## config.mk

```make
export PLATFORM = sky130hd
export DESIGN_NAME = serial_bit_feeder_flat
export DESIGN_NICKNAME = d
export VERILOG_FILES = /design/src/rtl/serial_feeder_pkg.sv /design/src/rtl/serial_bit_feeder_if.sv /design/src/rtl/bit_period_prescaler.sv /design/src/rtl/serial_bit_feeder.sv /design/src/flat_wrapper.sv
export SDC_FILE = /design/constraint.sdc
export NUM_CORES = 1
export LEC_CHECK = 0
export CORE_MARGIN = 2
export CORE_UTILIZATION = 45
export CTS_CLUSTER_SIZE = 30
export DETAILED_ROUTE_END_ITERATION = 6
export PLACE_DENSITY_LB_ADDON = 0.12
export SLEW_MARGIN = 15
export SYNTH_ARGS = -nofsm -noshare
export SYNTH_HDL_FRONTEND = slang
export SYNTH_SLANG_ARGS = --single-unit
```

## constraint.sdc

```tcl
create_clock -name clk -period 1.53 [get_ports clk]
set_clock_uncertainty 0.05 [all_clocks]
set_input_delay 0.153 -clock clk [delete_from_list [all_inputs] [get_ports clk]]
set_output_delay 0.153 -clock clk [all_outputs]
set_load 0.005 [all_outputs]
```

## src/rtl/serial_feeder_pkg.sv

```systemverilog
// Shared types and sizing helpers for the serial bit feeder that drives the 11011 detector.
package serial_feeder_pkg;

    localparam int unsigned DATA_W_DEF  = 8;
    localparam int unsigned CLK_DIV_DEF = 1;

    typedef logic [0:0] state_t;
    localparam state_t IDLE  = 1'b0;
    localparam state_t SHIFT = 1'b1;

    // Counter width that never collapses to zero bits for a divide-by-one prescaler.
    function automatic int unsigned clog2_min1(int unsigned v);
        return (v <= 1) ? 1 : $clog2(v);
    endfunction

    localparam int unsigned CNT_W = clog2_min1(CLK_DIV_DEF);
    localparam int unsigned IDX_W = $clog2(DATA_W_DEF);

endpackage

```

## src/rtl/serial_bit_feeder_if.sv

```systemverilog
// Load handshake plus serial output bundle between a byte producer and the feeder.
interface serial_bit_feeder_if
    import serial_feeder_pkg::*;
#(
    parameter int unsigned DATA_W = DATA_W_DEF
);
    logic [DATA_W-1:0] load_data;
    logic              load_msb;
    logic              load_valid;
    logic              load_ready;
    logic              bit_out;
    logic              bit_valid;
    logic              busy;
    logic              byte_done;

    modport master (
        output load_data, load_msb, load_valid,
        input  load_ready, bit_out, bit_valid, busy, byte_done
    );

    modport slave (
        input  load_data, load_msb, load_valid,
        output load_ready, bit_out, bit_valid, busy, byte_done
    );
endinterface

```

## src/rtl/bit_period_prescaler.sv

```systemverilog
// Counts clocks within one bit period; tick marks the last cycle, period_start the first.
module bit_period_prescaler
    import serial_feeder_pkg::*;
#(
    parameter int unsigned CLK_DIV = CLK_DIV_DEF
) (
    input  logic clk,
    input  logic rst_n,
    input  logic clear,
    input  logic enable,
    output logic tick,
    output logic period_start
);
    localparam int unsigned W_CNT = clog2_min1(CLK_DIV);
    localparam logic [W_CNT-1:0] CNT_LAST = W_CNT'(CLK_DIV - 1);

    logic [W_CNT-1:0] cnt_q;

    assign tick         = enable && (cnt_q == CNT_LAST);
    assign period_start = (cnt_q == '0);

    always_ff @(posedge clk or negedge rst_n) begin
        if (!rst_n) begin
            cnt_q <= '0;
        end else if (clear) begin
            cnt_q <= '0;
        end else if (enable) begin
            cnt_q <= tick ? '0 : cnt_q + 1'b1;
        end
    end
endmodule

```

## src/rtl/serial_bit_feeder.sv

```systemverilog
// Serialises loaded words onto bit_out; a one-entry hold buffer keeps back-to-back words gapless.
module serial_bit_feeder
    import serial_feeder_pkg::*;
#(
    parameter int unsigned DATA_W  = DATA_W_DEF,
    parameter int unsigned CLK_DIV = CLK_DIV_DEF
) (
    input  logic clk,
    input  logic rst_n,
    input  logic ena,
    serial_bit_feeder_if.slave bus
);
    localparam int unsigned W_IDX = $clog2(DATA_W);
    localparam logic [W_IDX-1:0] IDX_LAST = W_IDX'(DATA_W - 1);

    state_t            state_q, state_d;
    logic [DATA_W-1:0] shreg_q, shreg_d;
    logic              msb_q, msb_d;
    logic [W_IDX-1:0]  idx_q, idx_d;
    logic [DATA_W-1:0] hold_q, hold_d;
    logic              hold_msb_q, hold_msb_d;
    logic              hold_full_q, hold_full_d;

    logic accept;
    logic run;
    logic start;
    logic tick;
    logic period_start;
    logic last_bit;

    assign bus.load_ready = ena && !hold_full_q;
    assign accept         = bus.load_valid && bus.load_ready;
    assign run            = ena && (state_q == SHIFT);
    assign last_bit       = tick && (idx_q == IDX_LAST);

    bit_period_prescaler #(
        .CLK_DIV (CLK_DIV)
    ) u_prescaler (
        .clk          (clk),
        .rst_n        (rst_n),
        .clear        (start),
        .enable       (run),
        .tick         (tick),
        .period_start (period_start)
    );

    always_comb begin
        state_d     = state_q;
        shreg_d     = shreg_q;
        msb_d       = msb_q;
        idx_d       = idx_q;
        hold_d      = hold_q;
        hold_msb_d  = hold_msb_q;
        hold_full_d = hold_full_q;
        start       = 1'b0;

        if (ena) begin
            if (state_q == IDLE) begin
                // An idle feeder bypasses the hold buffer so the first bit appears next cycle.
                if (accept) begin
                    shreg_d = bus.load_data;
                    msb_d   = bus.load_msb;
                    idx_d   = '0;
                    state_d = SHIFT;
                    start   = 1'b1;
                end
            end else if (last_bit) begin
                idx_d = '0;
                if (hold_full_q) begin
                    shreg_d     = hold_q;
                    msb_d       = hold_msb_q;
                    hold_full_d = 1'b0;
                    start       = 1'b1;
                end else if (accept) begin
                    shreg_d = bus.load_data;
                    msb_d   = bus.load_msb;
                    start   = 1'b1;
                end else begin
                    shreg_d = '0;
                    state_d = IDLE;
                end
            end else begin
                if (tick) begin
                    shreg_d = msb_q ? (shreg_q << 1) : (shreg_q >> 1);
                    idx_d   = idx_q + 1'b1;
                end
                if (accept) begin
                    hold_d      = bus.load_data;
                    hold_msb_d  = bus.load_msb;
                    hold_full_d = 1'b1;
                end
            end
        end
    end

    always_ff @(posedge clk or negedge rst_n) begin
        if (!rst_n) begin
            state_q     <= IDLE;
            shreg_q     <= '0;
            msb_q       <= 1'b0;
            idx_q       <= '0;
            hold_q      <= '0;
            hold_msb_q  <= 1'b0;
            hold_full_q <= 1'b0;
        end else begin
            state_q     <= state_d;
            shreg_q     <= shreg_d;
            msb_q       <= msb_d;
            idx_q       <= idx_d;
            hold_q      <= hold_d;
            hold_msb_q  <= hold_msb_d;
            hold_full_q <= hold_full_d;
        end
    end

    // The outgoing bit always sits at the end of the shift register facing the chosen order.
    assign bus.bit_out   = (state_q == SHIFT) && (msb_q ? shreg_q[DATA_W-1] : shreg_q[0]);
    assign bus.bit_valid = run && period_start;
    assign bus.busy      = (state_q == SHIFT);
    assign bus.byte_done = last_bit;
endmodule

```

## src/flat_wrapper.sv

```systemverilog
// flat-port wrapper written by rule: the top's interface ports become plain ports
module serial_bit_feeder_flat import serial_feeder_pkg::*;
#(
    parameter int unsigned DATA_W  = DATA_W_DEF,
    parameter int unsigned CLK_DIV = CLK_DIV_DEF
)
  (clk, rst_n, ena, bus_load_data, bus_load_msb, bus_load_valid, bus_load_ready, bus_bit_out, bus_bit_valid, bus_busy, bus_byte_done);
  serial_bit_feeder_if #(.DATA_W(DATA_W)) bus_i ();
  input  logic clk;
  input  logic rst_n;
  input  logic ena;
  input wire logic [$bits(bus_i.load_data)-1:0] bus_load_data;
  input wire logic [$bits(bus_i.load_msb)-1:0] bus_load_msb;
  input wire logic [$bits(bus_i.load_valid)-1:0] bus_load_valid;
  output wire logic [$bits(bus_i.load_ready)-1:0] bus_load_ready;
  output wire logic [$bits(bus_i.bit_out)-1:0] bus_bit_out;
  output wire logic [$bits(bus_i.bit_valid)-1:0] bus_bit_valid;
  output wire logic [$bits(bus_i.busy)-1:0] bus_busy;
  output wire logic [$bits(bus_i.byte_done)-1:0] bus_byte_done;
  assign bus_i.load_data = bus_load_data;
  assign bus_i.load_msb = bus_load_msb;
  assign bus_i.load_valid = bus_load_valid;
  assign bus_load_ready = bus_i.load_ready;
  assign bus_bit_out = bus_i.bit_out;
  assign bus_bit_valid = bus_i.bit_valid;
  assign bus_busy = bus_i.busy;
  assign bus_byte_done = bus_i.byte_done;
  serial_bit_feeder #(.DATA_W(DATA_W), .CLK_DIV(CLK_DIV)) u_core (.clk(clk), .rst_n(rst_n), .ena(ena), .bus(bus_i));
endmodule
```

==> results of run 1 <==
-- flip-flops by register name, indices dropped and copies added, names as in the netlist --
| name | flops |
|---|---|
| u_core.msb_q | 1 |
| u_core.u_prescaler.cnt_q | 1 |
| u_core.bus.busy | 1 |
| u_core.idx_q | 3 |
| u_core.hold_msb_q | 1 |
| u_core.hold_full_q | 1 |
| u_core.shreg_q | 8 |
| u_core.hold_q | 8 |
-- layout make-up --
| cell class | count | area [µm²] |
|---|---|---|
| Clock buffer | 3 | 22.5 |
| Multi-Input combinational cell | 96 | 721 |
| Fill cell | 246 | 933 |
| Inverter | 5 | 18.8 |
| Timing Repair Buffer | 47 | 440 |
| Clock inverter | 1 | 30.0 |
| Tap cell | 31 | 38.8 |
| Sequential cell | 24 | 601 |
-- layout by cell type, fill, tap and decap left out --
| master | Yosys | layout |
|---|---|---|
| sky130_fd_sc_hd__dfrtp_1 | 24 | 24 |
| sky130_fd_sc_hd__buf_4 | 1 | 20 |
| sky130_fd_sc_hd__clkdlybuf4s50_1 | 0 | 12 |
| sky130_fd_sc_hd__nand2_1 | 11 | 11 |
| sky130_fd_sc_hd__nor2_1 | 12 | 10 |
| sky130_fd_sc_hd__mux2_2 | 9 | 9 |
| sky130_fd_sc_hd__a221o_1 | 9 | 9 |
| sky130_fd_sc_hd__a31oi_1 | 9 | 9 |
| sky130_fd_sc_hd__mux2i_1 | 8 | 8 |
| sky130_fd_sc_hd__o21ai_0 | 12 | 8 |
| sky130_fd_sc_hd__buf_6 | 2 | 8 |
| sky130_fd_sc_hd__nand3_1 | 8 | 7 |
| sky130_fd_sc_hd__inv_1 | 5 | 4 |
| sky130_fd_sc_hd__o21ai_1 | 0 | 4 |
| sky130_fd_sc_hd__dlygate4sd2_1 | 0 | 4 |
| sky130_fd_sc_hd__clkbuf_4 | 0 | 3 |
| sky130_fd_sc_hd__nor2_2 | 0 | 2 |
| sky130_fd_sc_hd__nand2b_1 | 3 | 2 |
| sky130_fd_sc_hd__nand4_1 | 2 | 2 |
| sky130_fd_sc_hd__buf_12 | 0 | 2 |
| sky130_fd_sc_hd__nand4b_4 | 0 | 1 |
| sky130_fd_sc_hd__inv_2 | 0 | 1 |
| sky130_fd_sc_hd__nor2b_1 | 1 | 1 |
| sky130_fd_sc_hd__and3b_2 | 1 | 1 |
| sky130_fd_sc_hd__nand3_4 | 0 | 1 |
| sky130_fd_sc_hd__or3b_4 | 0 | 1 |
| sky130_fd_sc_hd__nand2b_4 | 0 | 1 |
| sky130_fd_sc_hd__a21oi_4 | 1 | 1 |
| sky130_fd_sc_hd__nand3_2 | 1 | 1 |
| sky130_fd_sc_hd__o22ai_1 | 1 | 1 |
| sky130_fd_sc_hd__a21oi_1 | 1 | 1 |
| sky130_fd_sc_hd__a21o_1 | 1 | 1 |
| sky130_fd_sc_hd__or2b_1 | 1 | 1 |
| sky130_fd_sc_hd__and3_1 | 1 | 1 |
| sky130_fd_sc_hd__ha_2 | 0 | 1 |
| sky130_fd_sc_hd__ha_4 | 0 | 1 |
| sky130_fd_sc_hd__bufinv_16 | 0 | 1 |
| sky130_fd_sc_hd__clkbuf_2 | 0 | 1 |
-- kinds of logic after synthesis --
group	synth area share [%]
and+or+nand+nor	16.5
AOI/OAI and AO/OA	18.0
DFF	44.7
muxes	13.5
buffers and inverters	5.49
adders and majority gates	1.86
-- where the power goes --
part           internal [µW]  total, µW  switching, µW
clock                    265        463            198
combinational            940       1680            742
sequential               922       1120            203
total                   2130       3270           1140
-- synthesized netlist by cell type, types with 2 or more instances --
| library cell | number |
|---|---|
| sky130_fd_sc_hd__ha_1 | 2 |
| sky130_fd_sc_hd__nor2_1 | 12 |
| sky130_fd_sc_hd__nand2b_1 | 3 |
| sky130_fd_sc_hd__nand3_1 | 8 |
| sky130_fd_sc_hd__nand2_1 | 11 |
| sky130_fd_sc_hd__inv_1 | 5 |
| sky130_fd_sc_hd__nand4_1 | 2 |
| sky130_fd_sc_hd__o21ai_0 | 12 |
| sky130_fd_sc_hd__mux2_2 | 9 |
| sky130_fd_sc_hd__clkbuf_1 | 3 |
| sky130_fd_sc_hd__dfrtp_1 | 24 |
| sky130_fd_sc_hd__a31oi_1 | 9 |
| sky130_fd_sc_hd__a221o_1 | 9 |
| sky130_fd_sc_hd__buf_2 | 2 |
| sky130_fd_sc_hd__mux2i_1 | 8 |
| sky130_fd_sc_hd__buf_6 | 2 |
-- through the flow --
stage | setup TNS (ps) | hold WS [ps] | cells | total power [µW]
floorplan | -10.6 | -193 | 134 | 2040
global placement | -4690 | 439 | 193 | 2560
detailed placement | -5570 | 450 | 193 | 2600
CTS | -1100 | 141 | 203 | 3200
global route | -2260 | 150 | 207 | 3520
finish | -941 | 128 | 207 | 3270
-- final timing paths --
| kind | start | end | slack (ps) |
|---|---|---|---|
| max | u_core.idx_q[1] | u_core.shreg_q[7] | -100 |
| min | rst_n | u_core.idx_q[1] | 130 |
| max reg2reg | u_core.idx_q[1] | u_core.shreg_q[7] | -100 |
| min reg2reg | u_core.hold_q[6] | u_core.hold_q[6] | 480 |
| max in group asynchronous | rst_n | u_core.hold_q[6] | 1070 |
| min in group clk | bus_load_msb | u_core.hold_msb_q | 450 |
-- per-layer routing --
layer | track usage (%) | part of all wire (%)
met1 | 27.8 | 46
met2 | 31.5 | 48
met3 | 2.20 | 4.5
met4 | 6.49 | 1.2
met5 | 0 | 0
-- worst max-delay path: cells and delay by family, from the launching register on --
kind,cells,cell delay [ps]
compound gates,2,360
fa+ha+maj,2,350
buf+inv,1,160
flops,1,380
simple gates,2,220
-- what timing repair did --
| action | 4_1_cts | 5_1_grt |
|---|---|---|
| gates resized for setup | 16 | 11 |
| pin swaps | 3 | 19 |
| buffers inserted | 6 | 3 |
| endpoints found under the setup margin | 24 | 24 |
| hold buffers | 0 | 0 |
| gates cloned | 0 | 1 |
==> impl.org, run 1 <==
** Floorplan
- Core Area :: 0.00281 mm²
- Boundary Pins :: 18
- Die Width :: 58.6 µm
- The floorplan has 19 rows.
- For this configuration, the core starts out at a cell density of 47.9%.
- Die Y :: 58.6 µm
- Die area :: roughly 0.0034 mm²

** GRT
- Antenna violations before repair :: 0
- Number of global-route vias before repair :: 1,129
- Entering global routing, the biggest net connects 25 pins.
- The first global-routing pass estimated 5200 µm of wire.
- Gr ovfl total :: 0
- Overall global routing resource usage :: between 10% and 20%

** STA
- Part of the cycle the worst path needs :: 107%
- The final max-slew violation count is 0.
- For the finished layout, the period the worst path requires is 1630 ps.
- The final hold violation count is 0.
- After layout, the worst setup slack is -100 ps.
- In this run the tightest slew margin relative to its limit is 79.7%.
- Setup repair after global routing could not meet its margin everywhere.
- Worst slew pin tran :: a little over 300 ps
- # setup viols final :: 22
- Achievable frequency :: 613 MHz

** Synthesis
- Top-area cell type share of the netlist area :: 44.7%
- Warnings, synthesis :: 0
- Cells after Synth :: 134
- The synthesized netlist occupies a cell area of 0.00134 mm².
- Count of state elements after synthesis :: 24
- Share of synthesized area occupied by flip-flops and latches :: about 45%
- Synth Flop Type :: sky130_fd_sc_hd__dfrtp_1
- Largest cells by area after synthesis :: sky130_fd_sc_hd__dfrtp_1, sky130_fd_sc_hd__mux2_2, sky130_fd_sc_hd__a221o_1
- Counting flops with an async set or reset pin after synthesis yields a share of 100%.
- Post-synthesis cell type count :: 29
- Number of enable flip-flop cells after synthesis :: 0
- Post-synthesis cell type with the largest combined area :: sky130_fd_sc_hd__dfrtp_1
- The average instance in the mapped netlist occupies 10.0 µm².
- Net count of the mapped netlist :: 149

** Drt
- Dividing the detail-routed via count by the number of cells gives 5.76.
- Wire length after detailed routing :: 3190 µm
- Routed length per placed instance :: ~15 µm
- The detail route stage leaves a number of antenna-violating nets equal to 0.
- The first routing iteration left 30 violations.
- The routed layout has between 1,000 and 1,500 vias.
- Detailed Routing Iterations Pass 1 :: 5
- Number of design rule violations left after detail routing :: 0

** Run status
- The flow ran to the end, but the final reports show violations.
- The final reports fail on setup timing.

** Critical path
- Critical path cell sequence :: ha_2 -> ha_4 -> nand4b_4 -> buf_6 -> a221o_1 -> nand3_1 -> a31oi_1
- The worst setup path is captured at a register.
- Data arrival time of the critical path :: 1790 ps
- Required time worst endpoint :: 1690 ps
- Worst stage delay on the critical path :: 380 ps
- The worst setup path is launched from a register.
- Path type of the worst setup path :: reg2reg
- Biggest fanout along the worst timing path :: 5
- Measured in cells, the most critical reg-to-reg path has a length of 7.
- On the critical path, the stage with the largest delay is an instance of sky130_fd_sc_hd__dfrtp_1.

** Pwr
- Worst supply voltage drop on vdd :: slightly above 0.001 V
- The analysis attributes to cell leakage a power of ~0.00084 µW.
- Power density over the cells :: ~1700 mW/mm²

** Place
- Routability congestion estimate :: approximately 0.78
- After detailed placement, the total cell area comes to 0.00170 mm².
- At the placement stage, the worst setup path has a slack of -268 ps.
- Port Buf Inserts :: 17
- Summed over all nets, the half-perimeter wirelength after detailed placement is approximately 2300 µm.

** Clock tree
- Counting the buffers created by CTS gives 3.
- Clock input transition at the sequential cells of the worst setup and hold paths :: 140 ps
- The tree built by TritonCTS fans out to 24 sinks.
- Later-pin clock latency in the skew report :: between 300 and 400 ps
- The tree is rooted in a sky130_fd_sc_hd__clkbuf_4.
- Clock tree from TritonCTS :: done
- CTS HTree Levels :: 1
- Buffer levels on the longest clock path :: 2

** Flow run
- Across the run, the number of max-cap violations was 0.

** Finish
- Cell area after layout :: ~0.0019 mm²
- Layout net count :: 192
- Measured on the finished design, the core utilization comes to 66.7%.
- Area delta synth->final :: 39.3%
- Cells with a size suffix above 1 make up 31.8% of the layout.
- 0 antenna diodes ended up in the layout.

** Worst hold path
- Type of the most critical hold path :: in2async
No activity file was read; power rests on OpenSTA's default activity.
==> run 2: changes to the inputs <==
CTS_CLUSTER_SIZE = 25   (was 30)
==> results of run 2 <==
The final DEF is identical to that of run 1; final timing and power are the same.
==> run 3: changes to the inputs <==
CORE_UTILIZATION = 48   (was 45)
==> impl.org, run 3 (same netlist as run 1, synthesis figures left out) <==
** Clock tree
- The tree is rooted in a sky130_fd_sc_hd__clkbuf_4.
- Later-pin clock latency in the skew report :: 320 ps
- In this run the number of H-tree levels came out at 1.
- TritonCTS built the clock tree.
- Clock input transition at the sequential cells of the worst setup and hold paths :: 140 ps
- Clock Sink Count :: 24
- Buffer levels on the longest clock path :: 2
- Counting the buffers created by CTS gives 3.
- # hold bufs at CTS :: 0

** Drt
- The detailed router placed around 1,200 vias in this run.
- In the routed design, unresolved DRC markers number 0.
- Uppermost layer routed :: met4
- Detailed routing placed a total of approximately 1600 µm of wire on met2.
- Dividing the detail-routed via count by the number of cells gives 5.71.
- Number of design-rule violations left by the first detailed-router iteration :: 40
- The first detailed-routing pass took 4 iterations.
- Met1 wire length :: about 1500 µm
- Routed length per placed instance :: 16.0 µm
- The detail route stage leaves a number of antenna-violating nets equal to 0.
- Length of routed met3 wiring :: 105 µm
- Wire length after detailed routing :: 3300 µm

** GRT
- The number of antenna violations at the first check in global routing came to 0.
- The via count of the first global-routing pass came to ~1,200.
- Overall global routing resource usage :: 21.1%
- Wire length of the first global-routing pass :: 5330 µm
- Gr ovfl total :: 0
- Maximum number of pins on one net before global-route repair :: 25

** STA
- Setup violations remaining at the end of the flow were counted as 24.
- Subtracting the final worst setup slack from the clock period gives 1680 ps.
- The final max-slew violation count is 0.
- Worst slew pin tran :: ~310 ps
- Achievable frequency :: 596 MHz
- Part of the cycle the worst path needs :: 110%
- Slack of the critical path :: -149 ps
- Setup repair after global routing could not meet its margin everywhere.
- The final hold violation count was 0.
- In this run the tightest slew margin relative to its limit is 79.3%.

** Finish
- For this run, the post-layout net count is 191.
- Of the cells placed in the final design, the portion with a size suffix greater than 1 is 32.6%.
- In the layout the commonest cells are sky130_fd_sc_hd__dfrtp_1, sky130_fd_sc_hd__buf_4, sky130_fd_sc_hd__nand2_1, sky130_fd_sc_hd__clkdlybuf4s50_1, sky130_fd_sc_hd__nor2_1.
- Counting the fill cells in the layout gives 219.
- 0 antenna diodes ended up in the layout.
- Leaving out fill and tap cells, the most frequent cell in the layout is sky130_fd_sc_hd__dfrtp_1.
- The largest registers in the layout are u_core.hold_q: 8 flops, u_core.shreg_q: 8 flops, u_core.idx_q: 3 flops.
- Multi-input gate area :: 738 µm²
- Layout Cells excl Fill :: 206
- Summing all non-filler instances in the final layout gives an area of 0.00187 mm².
- FF+latch area :: 601 µm²
- From synthesis to final layout, the design area changed by 38.8%.

** Critical path
- Required time worst endpoint :: 1700 ps
- Depth of the worst register-to-register path :: 8
- Traced cell by cell, the critical path runs through ha_2 -> ha_4 -> nand4b_4 -> buf_6 -> buf_6 -> a221o_1 -> nand3_1 -> a31oi_1.
- For the worst setup path, the data arrival time is 1850 ps.
- The number of buffers and inverters on the critical path is 2.
- Launching element type of the critical path :: register
- CP most frequent cell :: sky130_fd_sc_hd__buf_6
- Path type of the worst setup path :: reg2reg
- R2r startpoint :: u_core.idx_q[0]
- Biggest fanout along the worst timing path :: 8
- Capture point of the worst reg-to-reg path :: u_core.shreg_q[3]
- For flop-to-flop paths, the worst setup slack is -150 ps.
- Worst stage delay on the critical path :: approximately 380 ps
- Critical Path Slowest Stage Cell :: sky130_fd_sc_hd__dfrtp_1
- STA classifies the critical path endpoint as a register.
- Critical path's top delay family :: flip-flops

** Place
- The count of buffers added on input and output ports is 17.
- Summing all placed instances gives a cell area of 0.00171 mm².
- Routability congestion estimate :: 0.792
- Final HPWL DP :: approximately 2200 µm
- The number of placed instances, taps included, is 193.

** Flow run
- The tool flagged a number of max-cap violations equal to 0.

** Pwr
- The worst-case IR drop observed on VDD is 0.00156 V.
- In this run the static leakage power is 0.000826 µW.
- Power density over the cells :: 1730 mW/mm²

** Run status
- Status :: finished, violations left
- The final reports fail on setup timing.

** Floorplan
- The core region is between 0.002 and 0.003 mm².
- Rows :: 19
- Die Width :: 56.9 µm
- In this run the count of I/O pins placed on the die edge is 18.
- The die is between 50 and 60 µm tall.
- The die covers 0.00324 mm².
- Once the floorplan was initialized, standard cells occupied 49.6% of the core.

** Worst hold path
- Type of the most critical hold path :: in2async
-- run 3: cell count changes in the layout (fill, tap and decap cells not counted) --
cell,before,now
sky130_fd_sc_hd__nand3_2,1,0
sky130_fd_sc_hd__nand3_4,1,2
sky130_fd_sc_hd__dlygate4sd2_1,4,3
sky130_fd_sc_hd__clkdlybuf4s50_1,12,11
sky130_fd_sc_hd__buf_6,8,4
sky130_fd_sc_hd__o21ai_0,8,9
sky130_fd_sc_hd__and3_1,1,0
sky130_fd_sc_hd__nand3_1,7,8
sky130_fd_sc_hd__and3_4,0,1
sky130_fd_sc_hd__buf_4,20,22
sky130_fd_sc_hd__buf_12,2,3
sky130_fd_sc_hd__buf_2,0,1
sky130_fd_sc_hd__o21ai_1,4,3
-- run 3: area by class of cell --
class | instances | share of cell area, %
clock buffers | 3 | 1.21
clock inverters | 1 | 1.61
flip-flops and latches | 24 | 32.2
inverters | 5 | 1.01
repair buffers | 45 | 22.3
well taps | 31 | 2.08
multi-input cells | 97 | 39.6
-- run 3: worst max-delay path by stage --
stage,depth (start not counted),end,start,slack [ps]
floorplan,7,u_core.shreg_q[3],u_core.idx_q[0],-10
global placement,6,u_core.shreg_q[0],ena,-230
detailed placement,4,u_core.hold_q[2],ena,-260
CTS,5,bus_byte_done,u_core.idx_q[0],-180
global route,8,u_core.shreg_q[0],u_core.idx_q[0],-230
finish,8,u_core.shreg_q[3],u_core.idx_q[0],-150
-- run 3: per-layer routing --
metal | up-vias | GRT usage (%)
met3 | 2 | 2.07
met5 | - | 0
met1 | 569 | 28.5
met4 | 0 | 6.98
met2 | 28 | 35.5
li1 | 577 | -
-- run 3: what timing repair did --
item	4_1_cts	5_1_grt
cloned	0	1
endpoints found under the setup margin	24	24
resized for setup	17	14
setup buffers	5	4
pin swaps	4	20
-- run 3: power breakdown --
group / leakage, µW / switching [µW] / internal [µW]
clock: 0.0000279 / 205 / 265
combinational: 0.000515 / 764 / 879
sequential: 0.000283 / 197 / 921
-- run 3: per-stage QoR --
stage	hold WS, ps	power [µW]	TNS (ps)	setup WS [ps]	utilization (%)
after floorplan	-193	2040	-10.6	-10.6	-
after global placement	437	2580	-4630	-226	63.1
after detailed placement	448	2640	-5420	-263	63.1
after CTS	131	3180	-2030	-182	67.2
after global routing	147	3460	-3290	-231	68.8
final	123	3230	-1830	-149	68.8
